`config.mk`:
```
export PLATFORM = sky130hd
export DESIGN_NAME = seq_divider_32bit
export DESIGN_NICKNAME = d
export VERILOG_FILES = /design/src/rtl/seq_divider_32bit.sv
export SDC_FILE = /design/constraint.sdc
export NUM_CORES = 1
export LEC_CHECK = 0
export BUFFER_PORTS_ARGS = -buffer_cell sky130_fd_sc_hd__buf_2
export CAP_MARGIN = 10
export CORE_MARGIN = 2
export CORE_UTILIZATION = 33
export CTS_BUF_LIST = sky130_fd_sc_hd__clkbuf_2 sky130_fd_sc_hd__clkbuf_4 sky130_fd_sc_hd__clkbuf_8
export CTS_CLUSTER_DIAMETER = 120
export DETAILED_ROUTE_END_ITERATION = 12
export PLACE_DENSITY = 0.5
export SLEW_MARGIN = 40
export SYNTH_ARGS = -nofsm -noshare
export SYNTH_HDL_FRONTEND = slang
export SYNTH_SLANG_ARGS = --single-unit
```
`constraint.sdc`:
```
create_clock -name clk -period 2.9 [get_ports clk]
set_input_delay 0.29 -clock clk [delete_from_list [all_inputs] [get_ports clk]]
set_output_delay 0.29 -clock clk [all_outputs]
set_load 0.01 [all_outputs]
```
`src/rtl/seq_divider_32bit.sv`:
```
// Restoring shift-subtract divider, one quotient bit per clock, start/done handshake.
// Define SIGNED_DIV_EN to add the is_signed port and the FIX (sign-correction) cycle.
module seq_divider_32bit #(
    parameter int WIDTH = 32
) (
    input  logic             clk,
    input  logic             rst_n,
    input  logic             start,
    input  logic [WIDTH-1:0] dividend,
    input  logic [WIDTH-1:0] divisor,
`ifdef SIGNED_DIV_EN
    input  logic             is_signed,
`endif
    output logic             busy,
    output logic             done,
    output logic [WIDTH-1:0] quotient,
    output logic [WIDTH-1:0] remainder,
    output logic             div_by_zero
);

    localparam int CW = $clog2(WIDTH);

`ifdef SIGNED_DIV_EN
    typedef enum logic [1:0] {S_IDLE = 2'd0, S_RUN = 2'd1, S_FIX = 2'd2, S_DONE = 2'd3} state_e;
`else
    typedef enum logic [1:0] {S_IDLE = 2'd0, S_RUN = 2'd1, S_DONE = 2'd3} state_e;
`endif

    state_e           state_q, state_d;
    logic [CW-1:0]    count_q, count_d;
    logic [WIDTH-1:0] d_q, d_d;
    logic [WIDTH-1:0] rem_q, rem_d;
    logic [WIDTH-1:0] quo_q, quo_d;
    logic [WIDTH-1:0] quotient_q, quotient_d;
    logic [WIDTH-1:0] remainder_q, remainder_d;
    logic             dbz_q, dbz_d;
    logic             done_q, done_d;
`ifdef SIGNED_DIV_EN
    logic             sgn_q, sgn_d;
    logic             qneg_q, qneg_d;
    logic             rneg_q, rneg_d;
`endif

    logic [WIDTH:0]   shifted_rem;
    logic [WIDTH:0]   trial;
    logic [WIDTH-1:0] rem_nxt;
    logic [WIDTH-1:0] quo_nxt;

    // Handshake: start is honoured only in IDLE; done is a one-cycle pulse one
    // cycle after the DONE state, and results hold until the next completion.
    always_comb begin
        state_d     = state_q;
        count_d     = count_q;
        d_d         = d_q;
        rem_d       = rem_q;
        quo_d       = quo_q;
        quotient_d  = quotient_q;
        remainder_d = remainder_q;
        dbz_d       = dbz_q;
        done_d      = (state_q == S_DONE);
`ifdef SIGNED_DIV_EN
        sgn_d       = sgn_q;
        qneg_d      = qneg_q;
        rneg_d      = rneg_q;
`endif

        shifted_rem = {rem_q, quo_q[WIDTH-1]};
        trial       = shifted_rem - {1'b0, d_q};
        rem_nxt     = trial[WIDTH] ? shifted_rem[WIDTH-1:0] : trial[WIDTH-1:0];
        quo_nxt     = {quo_q[WIDTH-2:0], ~trial[WIDTH]};

        case (state_q)
            S_IDLE: begin
                if (start) begin
                    if (divisor == '0) begin
                        quotient_d  = '1;
                        remainder_d = dividend;
                        dbz_d       = 1'b1;
                        state_d     = S_DONE;
                    end else begin
                        d_d     = divisor;
                        rem_d   = '0;
                        quo_d   = dividend;
                        count_d = '0;
                        dbz_d   = 1'b0;
                        state_d = S_RUN;
`ifdef SIGNED_DIV_EN
                        sgn_d  = is_signed;
                        qneg_d = is_signed & (dividend[WIDTH-1] ^ divisor[WIDTH-1]);
                        rneg_d = is_signed & dividend[WIDTH-1];
                        if (is_signed && divisor[WIDTH-1])  d_d   = -divisor;
                        if (is_signed && dividend[WIDTH-1]) quo_d = -dividend;
`endif
                    end
                end
            end
            S_RUN: begin
                rem_d   = rem_nxt;
                quo_d   = quo_nxt;
                count_d = count_q + 1'b1;
                if (count_q == CW'(WIDTH - 1)) begin
`ifdef SIGNED_DIV_EN
                    if (sgn_q) begin
                        state_d = S_FIX;
                    end else begin
                        quotient_d  = quo_nxt;
                        remainder_d = rem_nxt;
                        state_d     = S_DONE;
                    end
`else
                    quotient_d  = quo_nxt;
                    remainder_d = rem_nxt;
                    state_d     = S_DONE;
`endif
                end
            end
`ifdef SIGNED_DIV_EN
            S_FIX: begin
                quotient_d  = qneg_q ? -quo_q : quo_q;
                remainder_d = rneg_q ? -rem_q : rem_q;
                state_d     = S_DONE;
            end
`endif
            S_DONE:  state_d = S_IDLE;
            default: state_d = S_IDLE;
        endcase
    end

    always_ff @(posedge clk or negedge rst_n) begin
        if (!rst_n) begin
            state_q     <= S_IDLE;
            count_q     <= '0;
            d_q         <= '0;
            rem_q       <= '0;
            quo_q       <= '0;
            quotient_q  <= '0;
            remainder_q <= '0;
            dbz_q       <= 1'b0;
            done_q      <= 1'b0;
`ifdef SIGNED_DIV_EN
            sgn_q       <= 1'b0;
            qneg_q      <= 1'b0;
            rneg_q      <= 1'b0;
`endif
        end else begin
            state_q     <= state_d;
            count_q     <= count_d;
            d_q         <= d_d;
            rem_q       <= rem_d;
            quo_q       <= quo_d;
            quotient_q  <= quotient_d;
            remainder_q <= remainder_d;
            dbz_q       <= dbz_d;
            done_q      <= done_d;
`ifdef SIGNED_DIV_EN
            sgn_q       <= sgn_d;
            qneg_q      <= qneg_d;
            rneg_q      <= rneg_d;
`endif
        end
    end

`ifdef SIGNED_DIV_EN
    assign busy = (state_q == S_RUN) || (state_q == S_FIX);
`else
    assign busy = (state_q == S_RUN);
`endif
    assign done        = done_q;
    assign quotient    = quotient_q;
    assign remainder   = remainder_q;
    assign div_by_zero = dbz_q;

endmodule

```
==> flow_metrics.py <==
metrics = {
    "run_status": {
        "status": "finished with violations",
        "violations": "negative setup slack",
    },
    "setup_path": {
        "cp_slowest_cell": "nor4b_4",
        "worstPathRequired_ns": 3.26,
        "critPathMaxStageDelay_ns": 0.47,
        "rr_worst_depth": 13,
        "crit_buf_inv": 5,
        "path_max_fanout": 6,
        "r2r_end": "remainder[6]",
        "worstSetupEndpointType": "register",
        "path_class": "reg2reg",
        "arrival_ns": 3.43,
        "r2r_start": "rem_q[11]",
        "crit_chain": "ha_1, buf_4, nand4_1, nor4b_4, o31ai_4, buf_4, a211oi_4, buf_6, buf_6, buf_16, mux2i_4, o211ai_1, o21a_1",
        "r2r_slack_ns": -0.17,
        "cp_top_family": "buffers and inverters",
        "cp-start-kind": "register",
    },
    "final_layout": {
        "fin_util_pct": 45.0,
        "areaGrowthSynthToFinish_pct": 33.8,
        "layout.nets": 1319,
        "drive_above_1_share_pct": 33.6,
        "n_fill_cell": 2674,
        "diodes": 0,
    },
    "sta": {
        "finalWorstSetupSlack_ns": -0.172,
        "slew_violations": 0,
        "worst_clock_skew_ns": 0.0225,
        "whs_ns": 0.0615,
        "hold_viol": 0,
        "rsz0062_at_grt": "yes",
        "layout_min_cycle_time_ns": 3.07,
        "tightest_slew_ns": 0.737,
        "fmax_mhz": 325,
        "period_share_pct": 106,
        "setup_violations": 57,
        "tns_ns": -4.77,
        "slew_headroom_pct": 50.7,
    },
    "min_path": {
        "min_path_cells": 2,
        "hold_class": "in2reg",
        "min_from": "divisor[7]",
        "hold_end": "d_q[7]",
    },
    "logic_synthesis": {
        "synth_seq_cells": 169,
        "yosysUniqueCellTypes": 61,
        "synth_ff_type": "dfrtp_1",
        "synth_area_mm2": 0.00908,
        "synthCells": 985,
        "synth_edf_count": 0,
        "syn_avg_cell_area_um2": 9.22,
        "syn-num-nets": 1087,
        "async_flop_share_pct": 100,
        "yosysSeqAreaShare_pct": 46.6,
        "synth_warnings": 0,
    },
    "place": {
        "pre_cts_ws_ns": -0.302,
        "globalplace.congestion": 0.846,
        "detailed_place_hpwl_um": 20100,
        "io_buffers": 133,
    },
    "grt": {
        "grt_pass1_vias": 7691,
        "grtUsageTotal_pct": 19.3,
        "grt_overflow": 0,
        "grt_pass1_wl_um": 43600,
        "grt_max_degree": 60,
        "antenna_found_initial": 0,
    },
    "cts": {
        "htreeDepth": 4,
        "clock-sinks": 169,
        "numCtsBuffers": 17,
        "cts_buffer_depth": 2,
        "root_buffer": "clkbuf_8",
        "clk_pin_slew_ns": 0.11,
        "cts_tree": "done",
        "clk_latency_ns": 0.47,
    },
    "route": {
        "vias": 7942,
        "drc": 0,
        "ant_nets": 0,
        "wl_per_cell_um": 17.4,
        "dr.first_iter.drc_count": 503,
        "vias_per_cell": 5.06,
        "first_pass_iters": 5,
        "wl_um": 27300,
    },
    "floorplanning": {
        "die_w_um": 170,
        "die-area_mm2": 0.0289,
        "core_mm2": 0.0270,
        "ios": 134,
        "num_rows": 60,
        "die_h_um": 170,
        "initial_core_util_pct": 33.6,
    },
    "run": {
        "cap_violations": 0,
    },
}
-- cells by family after synthesis --
kind of cell,synth area share (%)
and+or+nand+nor,15.6
xor gates and xnor gates,2.89
DFF,46.6
buffers and inverters,4.66
muxes,6.96
adders and majority gates,4.90
AOI/OAI and AO/OA,18.4
-- timing repair --
action / 4_1_cts / 5_1_grt
hold endpoints to repair: 57 / 0
gates resized for setup: 97 / 34
endpoints found under the setup margin: 64 / 65
hold buffers: 1 / 0
pin swaps: 7 / 7
buffers inserted: 12 / 12
gates cloned: 3 / 0
-- cell type report --
type / count / area (um^2) / share of cell area (%)
multi-input cells: 719 / 4990 / 41.1
clock inverters: 14 / 154 / 1.27
clock buffers: 18 / 248 / 2.04
repair buffers: 273 / 1960 / 16.1
flip-flops and latches: 169 / 4230 / 34.8
inverters: 37 / 139 / 1.14
well taps: 341 / 427 / 3.51
-- cells in the final DEF (no fill, tap or decap), types with 22 or more instances in the layout --
master      n
o21a_1     25
buf_4     113
nand2_1   137
nor2_1    129
dfrtp_1   169
o21ai_0    26
mux2_2     32
o21ai_1    24
inv_1      32
o211ai_1   28
mux2i_4    22
a31oi_1    42
a21oi_1    60
ha_1       29
buf_2     132
-- per-layer routing --
| layer | track usage (%) | vias to the layer above | wire length, um |
|---|---|---|---|
| li1 | - | 3924 | - |
| met1 | 30.8 | 3825 | 14400 |
| met2 | 27.4 | 174 | 11500 |
| met3 | 2.65 | 19 | 1110 |
| met4 | 4.16 | 0 | 266 |
| met5 | 0 | - | 0 |
-- worst max path at each step --
stage / from / endpoint / cells after the start
6_report: rem_q[11] / remainder[6] / 13
5_1_grt: quo_q[31] / remainder[6] / 16
4_1_cts: quo_q[31] / remainder[22] / 15
3_5_place_dp: quo_q[31] / remainder[16] / 14
3_3_place_gp: quo_q[31] / rem_q[7] / 13
2_1_floorplan: quo_q[31] / remainder[24] / 14
-- state kept, by name, summed over array words and instances, names as in the netlist --
register     flops
state_q          2
count_q          5
d_q             32
remainder       32
done             1
rem_q           32
quo_q           32
quotient        32
div_by_zero      1
-- worst register-to-register path: stages (launching register included) --
cell and delay (ns):
dfrtp_1 0.45, ha_1 0.32, buf_4 0.15, nand4_1 0.21
nor4b_4 0.47, o31ai_4 0.10, buf_4 0.15, a211oi_4 0.19
buf_6 0.15, buf_6 0.13, buf_16 0.16, mux2i_4 0.27
o211ai_1 0.11, o21a_1 0.12
-- cells in the mapped netlist, drive strengths merged (8+ instances only) --
cell    number  area (um^2)
nand4       11         68.8
a21oi       68          355
mux2        33          372
clkbuf      43          161
nor2       131          494
mux2i       26          260
ha          34          425
inv         37          139
nor4         9         56.3
nand2      138          518
dfrtp      169         4230
o21ai       59          295
a31oi       44          275
xor2        13          114
nand2b       8         50.1
xnor2       17          149
o21a        25          188
buf         17          123
o211ai      28          210
-- stage by stage --
| stage | instances | cell area (um^2) |
|---|---|---|
| finish | 1571 | 12100 |
| global route | 1571 | 12100 |
| CTS | 1561 | 11900 |
| detailed placement | 1513 | 10900 |
| global placement | 1513 | 10900 |
| floorplan | 985 | 9100 |
Power is left out: the tool's default activity adds up to more than one toggle a clock period on the data nets, which glitch-free logic cannot reach.
